--- src/rtl/ring_pkg.sv ---
// ring_pkg: slot-type constants and arbiter state encoding shared by ring stations
// Contents: NULL_SLOT, TOKEN_SLOT, MESSAGE_SLOT slot-type codes; arbState_t FSM states.
package ring_pkg;

    localparam logic [3:0] NULL_SLOT    = 4'd7;
    localparam logic [3:0] TOKEN_SLOT   = 4'd1;
    localparam logic [3:0] MESSAGE_SLOT = 4'd8;

    typedef enum logic [1:0] {IDLE, WAIT_TRAIN, SEND} arbState_t;

endpackage

--- src/rtl/ring_slot_arbiter_if.sv ---
// ring_slot_arbiter_if: ring and requester signals of one ring slot arbiter
// Ring side: RingIn/SlotTypeIn/SrcDestIn in; arbRingOut/arbSlotTypeOut/arbSrcDestOut/arbDriveRing out.
// Requester side: req/reqLen/reqDest/reqData in; pop/done/grant out (per requester, N wide).
// master = the arbiter, slave = ring input plus the requesters.
interface ring_slot_arbiter_if #(parameter int N = 3);

    logic [31:0]     RingIn;
    logic [3:0]      SlotTypeIn;
    logic [3:0]      SrcDestIn;
    logic [N-1:0]    req;
    logic [6*N-1:0]  reqLen;
    logic [4*N-1:0]  reqDest;
    logic [32*N-1:0] reqData;
    logic [N-1:0]    pop;
    logic [N-1:0]    done;
    logic [N-1:0]    grant;
    logic [31:0]     arbRingOut;
    logic [3:0]      arbSlotTypeOut;
    logic [3:0]      arbSrcDestOut;
    logic            arbDriveRing;

    modport master (
        input  RingIn, SlotTypeIn, SrcDestIn, req, reqLen, reqDest, reqData,
        output pop, done, grant, arbRingOut, arbSlotTypeOut, arbSrcDestOut, arbDriveRing
    );

    modport slave (
        output RingIn, SlotTypeIn, SrcDestIn, req, reqLen, reqDest, reqData,
        input  pop, done, grant, arbRingOut, arbSlotTypeOut, arbSrcDestOut, arbDriveRing
    );

endinterface

--- src/rtl/ring_slot_arbiter_rr_pick.sv ---
// rr_pick: N-wide round-robin select, first requester strictly after ptr (wrapping)
// Ports: req (N) and ptr (index of last winner) in; winner (one-hot), index, valid out.
module rr_pick #(
    parameter int N  = 3,
    parameter int IW = $clog2(N)
) (
    input  logic [N-1:0]  req,
    input  logic [IW-1:0] ptr,
    output logic [N-1:0]  winner,
    output logic [IW-1:0] index,
    output logic          valid
);

    logic [IW-1:0] j;

    always_comb begin
        index = '0;
        valid = 1'b0;
        j     = '0;
        for (int k = 1; k <= N; k++) begin
            j = IW'((int'(ptr) + k) % N);
            if (!valid && req[j]) begin
                valid = 1'b1;
                index = j;
            end
        end
        winner = valid ? (N'(1) << index) : '0;
    end

endmodule

--- src/rtl/ring_slot_arbiter.sv ---
// ring_slot_arbiter: shares this core's ring transmit port among N senders, one burst per token
// Ports: clock, reset (sync, active-high), whichCore (reserved, unused),
//        bus (ring_slot_arbiter_if.master: ring in/out plus per-requester req/len/dest/data, pop/done/grant).
module ring_slot_arbiter
    import ring_pkg::*;
#(
    parameter int N = 3
) (
    input  logic       clock,
    input  logic       reset,
    input  logic [3:0] whichCore,
    ring_slot_arbiter_if.master bus
);

    localparam int IW = $clog2(N);

    arbState_t     state, nextState;
    logic [IW-1:0] rrPtr, winReg, pickIdx;
    logic [N-1:0]  pickHot, grantReg, winHot;
    logic          pickValid, tokenGrant, lastWord;
    logic [7:0]    trainCnt;
    logic [6:0]    wordCnt;
    logic [3:0]    destReg;
    logic [8:0]    newCount;
    logic          unusedWhichCore;

    assign unusedWhichCore = ^whichCore;

    rr_pick #(.N(N)) picker (
        .req    (bus.req),
        .ptr    (rrPtr),
        .winner (pickHot),
        .index  (pickIdx),
        .valid  (pickValid)
    );

    // 9-bit sum so a train that would exceed 255 slots is detected and refused
    assign newCount   = {1'b0, bus.RingIn[7:0]} + {3'b0, bus.reqLen[int'(pickIdx)*6 +: 6]} + 9'd1;
    assign tokenGrant = state == IDLE && bus.SlotTypeIn == TOKEN_SLOT && pickValid && !newCount[8];
    assign lastWord   = state == SEND && wordCnt == 7'd1;
    assign winHot     = N'(1) << winReg;
    assign bus.grant  = grantReg | (tokenGrant ? pickHot : '0);

    always_comb begin
        nextState          = state;
        bus.arbRingOut     = bus.RingIn;
        bus.arbSlotTypeOut = bus.SlotTypeIn;
        bus.arbSrcDestOut  = bus.SrcDestIn;
        bus.arbDriveRing   = 1'b0;
        bus.pop            = '0;
        bus.done           = '0;
        case (state)
            IDLE: begin
                if (tokenGrant) begin
                    bus.arbRingOut   = {bus.RingIn[31:8], newCount[7:0]};
                    bus.arbDriveRing = 1'b1;
                    nextState        = bus.RingIn[7:0] == 8'd0 ? SEND : WAIT_TRAIN;
                end
            end
            WAIT_TRAIN: nextState = trainCnt == 8'd1 ? SEND : WAIT_TRAIN;
            SEND: begin
                bus.arbRingOut     = bus.reqData[int'(winReg)*32 +: 32];
                bus.arbSlotTypeOut = MESSAGE_SLOT;
                bus.arbSrcDestOut  = destReg;
                bus.arbDriveRing   = 1'b1;
                bus.pop            = winHot;
                bus.done           = lastWord ? winHot : '0;
                nextState          = lastWord ? IDLE : SEND;
            end
            default: nextState = IDLE;
        endcase
    end

    always_ff @(posedge clock) begin
        if (reset) begin
            state    <= IDLE;
            rrPtr    <= IW'(N - 1);
            winReg   <= '0;
            grantReg <= '0;
            trainCnt <= '0;
            wordCnt  <= '0;
            destReg  <= '0;
        end else begin
            state <= nextState;
            if (tokenGrant) begin
                winReg   <= pickIdx;
                rrPtr    <= pickIdx;
                grantReg <= pickHot;
                trainCnt <= bus.RingIn[7:0];
                wordCnt  <= {1'b0, bus.reqLen[int'(pickIdx)*6 +: 6]} + 7'd1;
                destReg  <= bus.reqDest[int'(pickIdx)*4 +: 4];
            end else if (state == WAIT_TRAIN) begin
                trainCnt <= trainCnt - 8'd1;
            end else if (state == SEND) begin
                wordCnt  <= wordCnt - 7'd1;
                grantReg <= lastWord ? '0 : grantReg;
            end
        end
    end

endmodule
--- src/flat_wrapper.sv ---
// flat-port wrapper written by rule: the top's interface ports become plain ports
module ring_slot_arbiter_flat import ring_pkg::*;
#(
    parameter int N = 3
)
  (clock, reset, whichCore, bus_RingIn, bus_SlotTypeIn, bus_SrcDestIn, bus_req, bus_reqLen, bus_reqDest, bus_reqData, bus_pop, bus_done, bus_grant, bus_arbRingOut, bus_arbSlotTypeOut, bus_arbSrcDestOut, bus_arbDriveRing);
  ring_slot_arbiter_if #(.N(N)) bus_i ();
  input  logic clock;
  input  logic reset;
  input  logic [3:0] whichCore;
  input wire logic [$bits(bus_i.RingIn)-1:0] bus_RingIn;
  input wire logic [$bits(bus_i.SlotTypeIn)-1:0] bus_SlotTypeIn;
  input wire logic [$bits(bus_i.SrcDestIn)-1:0] bus_SrcDestIn;
  input wire logic [$bits(bus_i.req)-1:0] bus_req;
  input wire logic [$bits(bus_i.reqLen)-1:0] bus_reqLen;
  input wire logic [$bits(bus_i.reqDest)-1:0] bus_reqDest;
  input wire logic [$bits(bus_i.reqData)-1:0] bus_reqData;
  output wire logic [$bits(bus_i.pop)-1:0] bus_pop;
  output wire logic [$bits(bus_i.done)-1:0] bus_done;
  output wire logic [$bits(bus_i.grant)-1:0] bus_grant;
  output wire logic [$bits(bus_i.arbRingOut)-1:0] bus_arbRingOut;
  output wire logic [$bits(bus_i.arbSlotTypeOut)-1:0] bus_arbSlotTypeOut;
  output wire logic [$bits(bus_i.arbSrcDestOut)-1:0] bus_arbSrcDestOut;
  output wire logic [$bits(bus_i.arbDriveRing)-1:0] bus_arbDriveRing;
  assign bus_i.RingIn = bus_RingIn;
  assign bus_i.SlotTypeIn = bus_SlotTypeIn;
  assign bus_i.SrcDestIn = bus_SrcDestIn;
  assign bus_i.req = bus_req;
  assign bus_i.reqLen = bus_reqLen;
  assign bus_i.reqDest = bus_reqDest;
  assign bus_i.reqData = bus_reqData;
  assign bus_pop = bus_i.pop;
  assign bus_done = bus_i.done;
  assign bus_grant = bus_i.grant;
  assign bus_arbRingOut = bus_i.arbRingOut;
  assign bus_arbSlotTypeOut = bus_i.arbSlotTypeOut;
  assign bus_arbSrcDestOut = bus_i.arbSrcDestOut;
  assign bus_arbDriveRing = bus_i.arbDriveRing;
  ring_slot_arbiter #(.N(N)) u_core (.clock(clock), .reset(reset), .whichCore(whichCore), .bus(bus_i));
endmodule
--- config.mk ---
export PLATFORM = sky130hd
export DESIGN_NAME = ring_slot_arbiter_flat
export DESIGN_NICKNAME = d
export VERILOG_FILES = /design/src/rtl/ring_pkg.sv /design/src/rtl/ring_slot_arbiter_if.sv /design/src/rtl/ring_slot_arbiter_rr_pick.sv /design/src/rtl/ring_slot_arbiter.sv /design/src/flat_wrapper.sv
export SDC_FILE = /design/constraint.sdc
export NUM_CORES = 1
export LEC_CHECK = 0
export ABC_AREA = 1
export BUFFER_PORTS_ARGS = -buffer_cell sky130_fd_sc_hd__buf_4
export CAP_MARGIN = 10
export CORE_ASPECT_RATIO = 0.5
export CORE_UTILIZATION = 47
export CTS_CLUSTER_SIZE = 25
export DETAILED_ROUTE_END_ITERATION = 7
export GPL_ROUTABILITY_DRIVEN = 0
export PLACE_DENSITY = 0.88
export SKIP_CTS_REPAIR_TIMING = 1
export SYNTH_ARGS = -nofsm -noshare
export SYNTH_HDL_FRONTEND = slang
export SYNTH_SLANG_ARGS = --single-unit
--- constraint.sdc ---
create_clock -name clock -period 14.1 [get_ports clock]
set_input_delay 3.525 -clock clock [delete_from_list [all_inputs] [get_ports clock]]
set_output_delay 3.525 -clock clock [all_outputs]
set_load 0.03 [all_outputs]
Yosys cells after proc, flatten, opt, wreduce, memory -nomap -nowiden

Cells that the tools add are included.

Bits in registers: 28
Bits in latches: 0
RAM bits: 0
Memory bits (read-only): 0
Input bits: 175
Output and inout bits: 50
Logic and storage cells: 88
Memories: 0

$add $sub $neg: 8
Multiply operators: 1
Divide/modulo/power cells: 3
$lt $le $gt $ge: 3
Equality and inequality tests: 7
Shift operators: 5
Mux-type cells: 37
Bitwise logic cells: 1
Reduce and logical (&&, ||, !) cells: 16

Operators by type and width:

| operator              | number |
|---|---|
| $mod 32x3->32 const B | 3 |
| $shiftx 96x8->32      | 1 |
| $pmux 32 s2           | 1 |
| $shiftx 18x32->6      | 1 |
| $mux 3                | 9 |
| $mux 8                | 3 |
| $mux 7                | 3 |
| $mux 2                | 7 |
| $shiftx 12x5->4       | 1 |
| $add 8x6->9           | 1 |
| $add 9x1->9 const B   | 1 |
| $lt 2x3->1 const B    | 3 |
| $eq 8x1->1 const B    | 1 |
| $logic_not 8->1       | 1 |
| $mux 4                | 2 |
| $sub 8x1->8 const B   | 1 |
| $add 6x1->7 const B   | 1 |
| $eq 7x1->1 const B    | 1 |
| $mux 1                | 7 |
| $sub 7x1->7 const B   | 1 |
| $add 2x2->3 const B   | 2 |
| $bmux 1 s2            | 3 |
| $logic_and 1x1->1     | 6 |
| $pmux 2 s3            | 1 |
| other kinds (14)      | 20 |

Logic depth before layout (Yosys ltp)

Depth after elaboration: 19
Mapped depth: 30
Depth with buffers taken out: 27

Modules after synthesis

From an unflattened synthesis, not the netlist that was laid out.

Cells, all modules: 619
Area, all modules: 3483.3 sq um

By module, submodules not included:

| module            | instances | cells an instance | area each (sq um) | sequential area each (sq um) |
|---|---|---|---|---|
| ring_slot_arbiter | 1         | 573               | 3245.6            | 540.5 |
| rr_pick           | 1         | 46                | 237.7             | 0.0 |

Worst setup path after synthesis

No wires, ideal clock.

Kind: input to output
From: input bus_req[2]
To: output bus_arbRingOut[1]
Data arrival time: 6723 ps
Required time: 10575 ps
Setup slack: 3852 ps
Stages on the path: 18
Path buffers: 0
Cells stage by stage: inv_1 -> o21ai_2 -> nand2_4 -> nand3_2 -> nor2_1 -> nor2_2 -> nand2_1 -> nor2_1 -> nor2_4 -> ha_1 -> fa_1 -> o21ai_1 -> a21oi_1 -> o21bai_1 -> nand2_1 -> nand2_1 -> nand2_1 -> o21ai_0

Cells in the longest elaborated chain, start to end: 17
Elaborated cells on any way between the ends: 25
Classes of those cells: add/sub: 2; mul: 1; shift: 1; mux: 14; reduce/logical: 7

Ends and longest elaborated chain:

| element                      | line                            | RTL |
|---|---|---|
| start, declared              | flat_wrapper.sv:14              | `input wire logic [$bits(bus_i.req)-1:0] bus_req;` |
| $bmux 1 s2                   | ring_slot_arbiter_rr_pick.sv:22 | `if (!valid && req[j]) begin` |
| $mux 1 (not written as such) | ring_slot_arbiter_rr_pick.sv:22 |  |
| $mux 1                       | ring_slot_arbiter_rr_pick.sv:22 |  |
| $logic_not 1->1              | ring_slot_arbiter_rr_pick.sv:22 |  |
| $logic_and 1x1->1            | ring_slot_arbiter_rr_pick.sv:22 |  |
| $mux 1                       | ring_slot_arbiter_rr_pick.sv:22 |  |
| $logic_not 1->1              | ring_slot_arbiter_rr_pick.sv:22 |  |
| $logic_and 1x1->1            | ring_slot_arbiter_rr_pick.sv:22 |  |
| $mux 2                       | ring_slot_arbiter_rr_pick.sv:22 |  |
| $mul 2x2->4                  | ring_slot_arbiter.sv:38         | `assign newCount = {1'b0, bus.RingIn[7:0]} + {3'b0, bus.reqLen[int'(pickIdx)*6 +: 6]} + 9'd1;` |
| $shiftx 18x32->6             | ring_slot_arbiter.sv:38         |  |
| $add 8x6->9                  | ring_slot_arbiter.sv:38         |  |
| $add 9x1->9                  | ring_slot_arbiter.sv:38         |  |
| $logic_not 1->1              | ring_slot_arbiter.sv:39         | `assign tokenGrant = state == IDLE && bus.SlotTypeIn == TOKEN_SLOT && pickValid && !newCount[8];` |
| $logic_and 1x1->1            | ring_slot_arbiter.sv:39         |  |
| $mux 8 *                     | ring_slot_arbiter.sv:54         | `if (tokenGrant) begin` |
| $pmux 32 s2 *                | ring_slot_arbiter.sv:52         | `case (state)` |
| end, declared                | flat_wrapper.sv:21              | `output wire logic [$bits(bus_i.arbRingOut)-1:0] bus_arbRingOut;` |

Every way passes the cells marked *; elsewhere a longest branch is shown, timed or not. The select of a mux whose other input is x is not followed.

Final worst setup path

From: input bus_req[1]
To: output bus_arbRingOut[4]

The elaborated chain is that of the path after synthesis.

==> flow_metrics.env <==
export IMPL_outcome="complete, no violations"
export IMPL_place_inst=871
export IMPL_core_mm2=0.006858
export IMPL_grt_pass1_vias=4266
export IMPL_max_cap_violations=0
export IMPL_grt_pass1_wl_um=20280
export IMPL_drc=0
export IMPL_clock_latency_ns=0.26
export IMPL_die_x_um=122.5
export IMPL_setup_viol=0
export IMPL_cts_htree_levels=1
export IMPL_synth_top_flop_cell="dfxtp_1"
export IMPL_yosys_warnings=0
export IMPL_finalClockSkew_ns=0.003798
export IMPL_post_route_util_pct=75.35
export IMPL_row_count=21
export IMPL_power_uw=311.9
export IMPL_start_util_pct=49.74
export IMPL_die_area_mm2=0.007622
export IMPL_crit_fanout=24
export IMPL_nets=976
export IMPL_clockRootBuffer="clkbuf_16"
export IMPL_leakagePower_nw=2.667
export IMPL_grt_total_usage_pct=32.86
export IMPL_detail_route_first_pass_iterations=5
export IMPL_synth_top_cell_area_share_pct=17.06
export IMPL_worst_slew_pin_slew_ns=1.002
export IMPL_finalNonFillerCells=875
export IMPL_peakVddDrop_mv=0.05088
export IMPL_place_ws_ns=3.478
export IMPL_wirelength_um=12760
export IMPL_place_area_mm2=0.005087
export IMPL_cts_sinks=27
export IMPL_rsz0062_at_grt="no"
export IMPL_dieHeight_um=62.24
export IMPL_path_clk_slew_ns=0.07
export IMPL_synth_edf_count=0
export IMPL_synth_seq_cells=27
export IMPL_ant_nets=0
export IMPL_drtIter0Drc=349
export IMPL_synth_top_cell_by_area="nand2_1"
export IMPL_drive_gt1_share_pct=34.36
export IMPL_yosysSeqAreaShare_pct=15.85
export IMPL_ios=225
export IMPL_ys_top_cells_by_area="nand2_1 (17%), dfxtp_1 (16%), nand3_1 (7.9%)"
export IMPL_n_antenna_cell=0
export IMPL_via_count=4697
export IMPL_port_buffers=220
export IMPL_area_growth_pct=51.50
export IMPL_p_per_area_mw_per_mm2=60.36
export IMPL_layout_setup_ws_ns=3.424
export IMPL_fin_crit_ns=10.68
export IMPL_post_route_period_util_pct=75.72
export IMPL_arrival_ns=7.15
export IMPL_syn_cell_area_mm2=0.003411
export IMPL_wl_per_cell_um=14.58
export IMPL_critPathKind="in2out"
export IMPL_netlist_instances=578
export IMPL_finalMaxSlewViolations=0
export IMPL_endpoint_kind="output port"
export IMPL_tns_ns=0
export IMPL_hp_class="reg2reg"
export IMPL_syn_nets=770
export IMPL_vias_per_cell=5.368
export IMPL_relSlewSlack_pct=32.99
export IMPL_startpoint_type="input pin"
export IMPL_hold_viol=0
export IMPL_grt_max_degree=42
export IMPL_async_flop_share_pct=0
export IMPL_numCtsBuffers=3
export IMPL_antenna_found_initial=0
export IMPL_postSynthAreaPerCell_um2=5.901
export IMPL_synth_cell_type_count=46
export IMPL_required_ns=10.57
export IMPL_fin_area_mm2=0.005167
export IMPL_gr_total_overflow=0
export IMPL_clock_path_buffers=2
export IMPL_hold_ws_ns=0.4910
export IMPL_cts_tree="done"
export IMPL_place_hpwl_um=10200
export IMPL_max_freq_mhz=93.67
-- final cells by class --
cell class                 instances  area (um^2)
clock buffer                       3        75.07
clock inverter                     1        5.005
fill                             592         1690
inverter                          68        257.7
multi-input combinational        458         2477
sequential                        27        540.5
tap                               92        115.1
timing repair buffer             226         1697
-- worst paths after layout --
| kind | slack, ns | cells past startpoint | start | endpoint |
|---|---|---|---|---|
| min reg2reg | 0.49 | 2 | u_core.wordCnt[1]$_SDFFE_PP0P_ | u_core.wordCnt[1]$_SDFFE_PP0P_ |
| max reg2reg | 9.21 | 24 | u_core.winReg[0]$_SDFFE_PP0P_ | u_core.grantReg[1]$_SDFFE_PP0P_ |
| max | 3.42 | 24 | bus_req[1] | bus_arbRingOut[4] |
| min | 0.49 | 2 | u_core.wordCnt[1]$_SDFFE_PP0P_ | u_core.wordCnt[1]$_SDFFE_PP0P_ |
-- cells by family after synthesis --
logic type / synth area share, %
adder cells (fa/ha/maj): 6.456
flip-flops: 15.85
buffers and inverters: 11.52
AND/OR/NAND/NOR: 42.59
XOR/XNOR: 2.568
AO/OA/AOI/OAI: 21.02
-- cells in the mapped netlist, types with 2 or more instances --
library cell  count
buf_2             6
nand2_1         155
o21ai_1           3
nand4_2           2
nor2_4            3
buf_4             3
inv_1            60
xnor2_1           5
or2_2             6
xor2_1            5
nand3_1          54
nand4_1          12
nand2_2          10
nor2_1           44
nand3_2           2
a22oi_1          22
nor4_1            4
nor2_2            4
inv_2             5
o211ai_1          4
a221oi_1          2
a21oi_1          35
buf_6             3
buf_1             2
nor3_1            9
o21ai_0          21
clkbuf_1         11
nand3b_1          3
a31oi_1          21
or2_0             2
dfxtp_1          27
nand2_4           3
ha_1             16
clkinv_1          2
-- report_power, final --
group / switching, mW / internal, mW
logic: 0.0892 / 0.0745
clock network: 0.0275 / 0.0383
registers: 0.00304 / 0.0793
-- per-layer routing --
layer | global-route usage (%) | wire [um] | up-vias
met2 | 55.13 | 6034 | 245
met3 | 3.309 | 960 | 29
li1 | - | - | 2353
met5 | 0 | 0 | -
met4 | 8.689 | 289 | 0
met1 | 44.59 | 5477 | 2070
-- cells in the final DEF, fill, tap and decap left out, types with 3 or more instances in the layout --
master     Yosys  final
nand2_4        3      3
or2_2          6      6
xor2_1         5      5
nand2_1      155    155
inv_1         60     60
buf_4          3    226
o211ai_1       4      4
nor3_1         9      9
ha_1          16     16
nand4_1       12     12
a22oi_1       22     22
a31oi_1       21     21
inv_2          5      5
nor4_1         4      4
nand2_2       10     10
clkbuf_16      0      3
dfxtp_1       27     27
nor2_4         3      3
nand3_1       54     54
nor2_1        44     44
o21ai_0       21     21
a21oi_1       35     35
o21ai_1        3      3
xnor2_1        5      5
nor2_2         4      4
nand3b_1       3      3
-- state kept, by name, summed over array words and instances (netlist names) --
| name | flops |
|---|---|
| u_core.destReg | 4 |
| u_core.grantReg | 3 |
| u_core.state | 2 |
| u_core.trainCnt | 8 |
| u_core.winReg | 2 |
| u_core.rrPtr | 1 |
| u_core.wordCnt | 7 |
-- worst max-delay path, stage by stage --
cell and delay [ns]:
buf_4 0.12, inv_1 0.08, nand2_1 0.06, nand3_1 0.12, nand2_2 0.09, nand3_2 0.12, nor2_1 0.06, nor2_2 0.18
nand2_1 0.08, nor2_1 0.19, nor2_4 0.08, ha_1 0.23, fa_1 0.42, o21ai_1 0.23, a21oi_1 0.10, o21bai_1 0.23
nand2_1 0.09, nand2_1 0.06, buf_4 0.26, inv_2 0.23, nand2_1 0.10, o21ai_0 0.07, o21ai_0 0.18, buf_4 0.19
(Power assumes the default switching activity.)
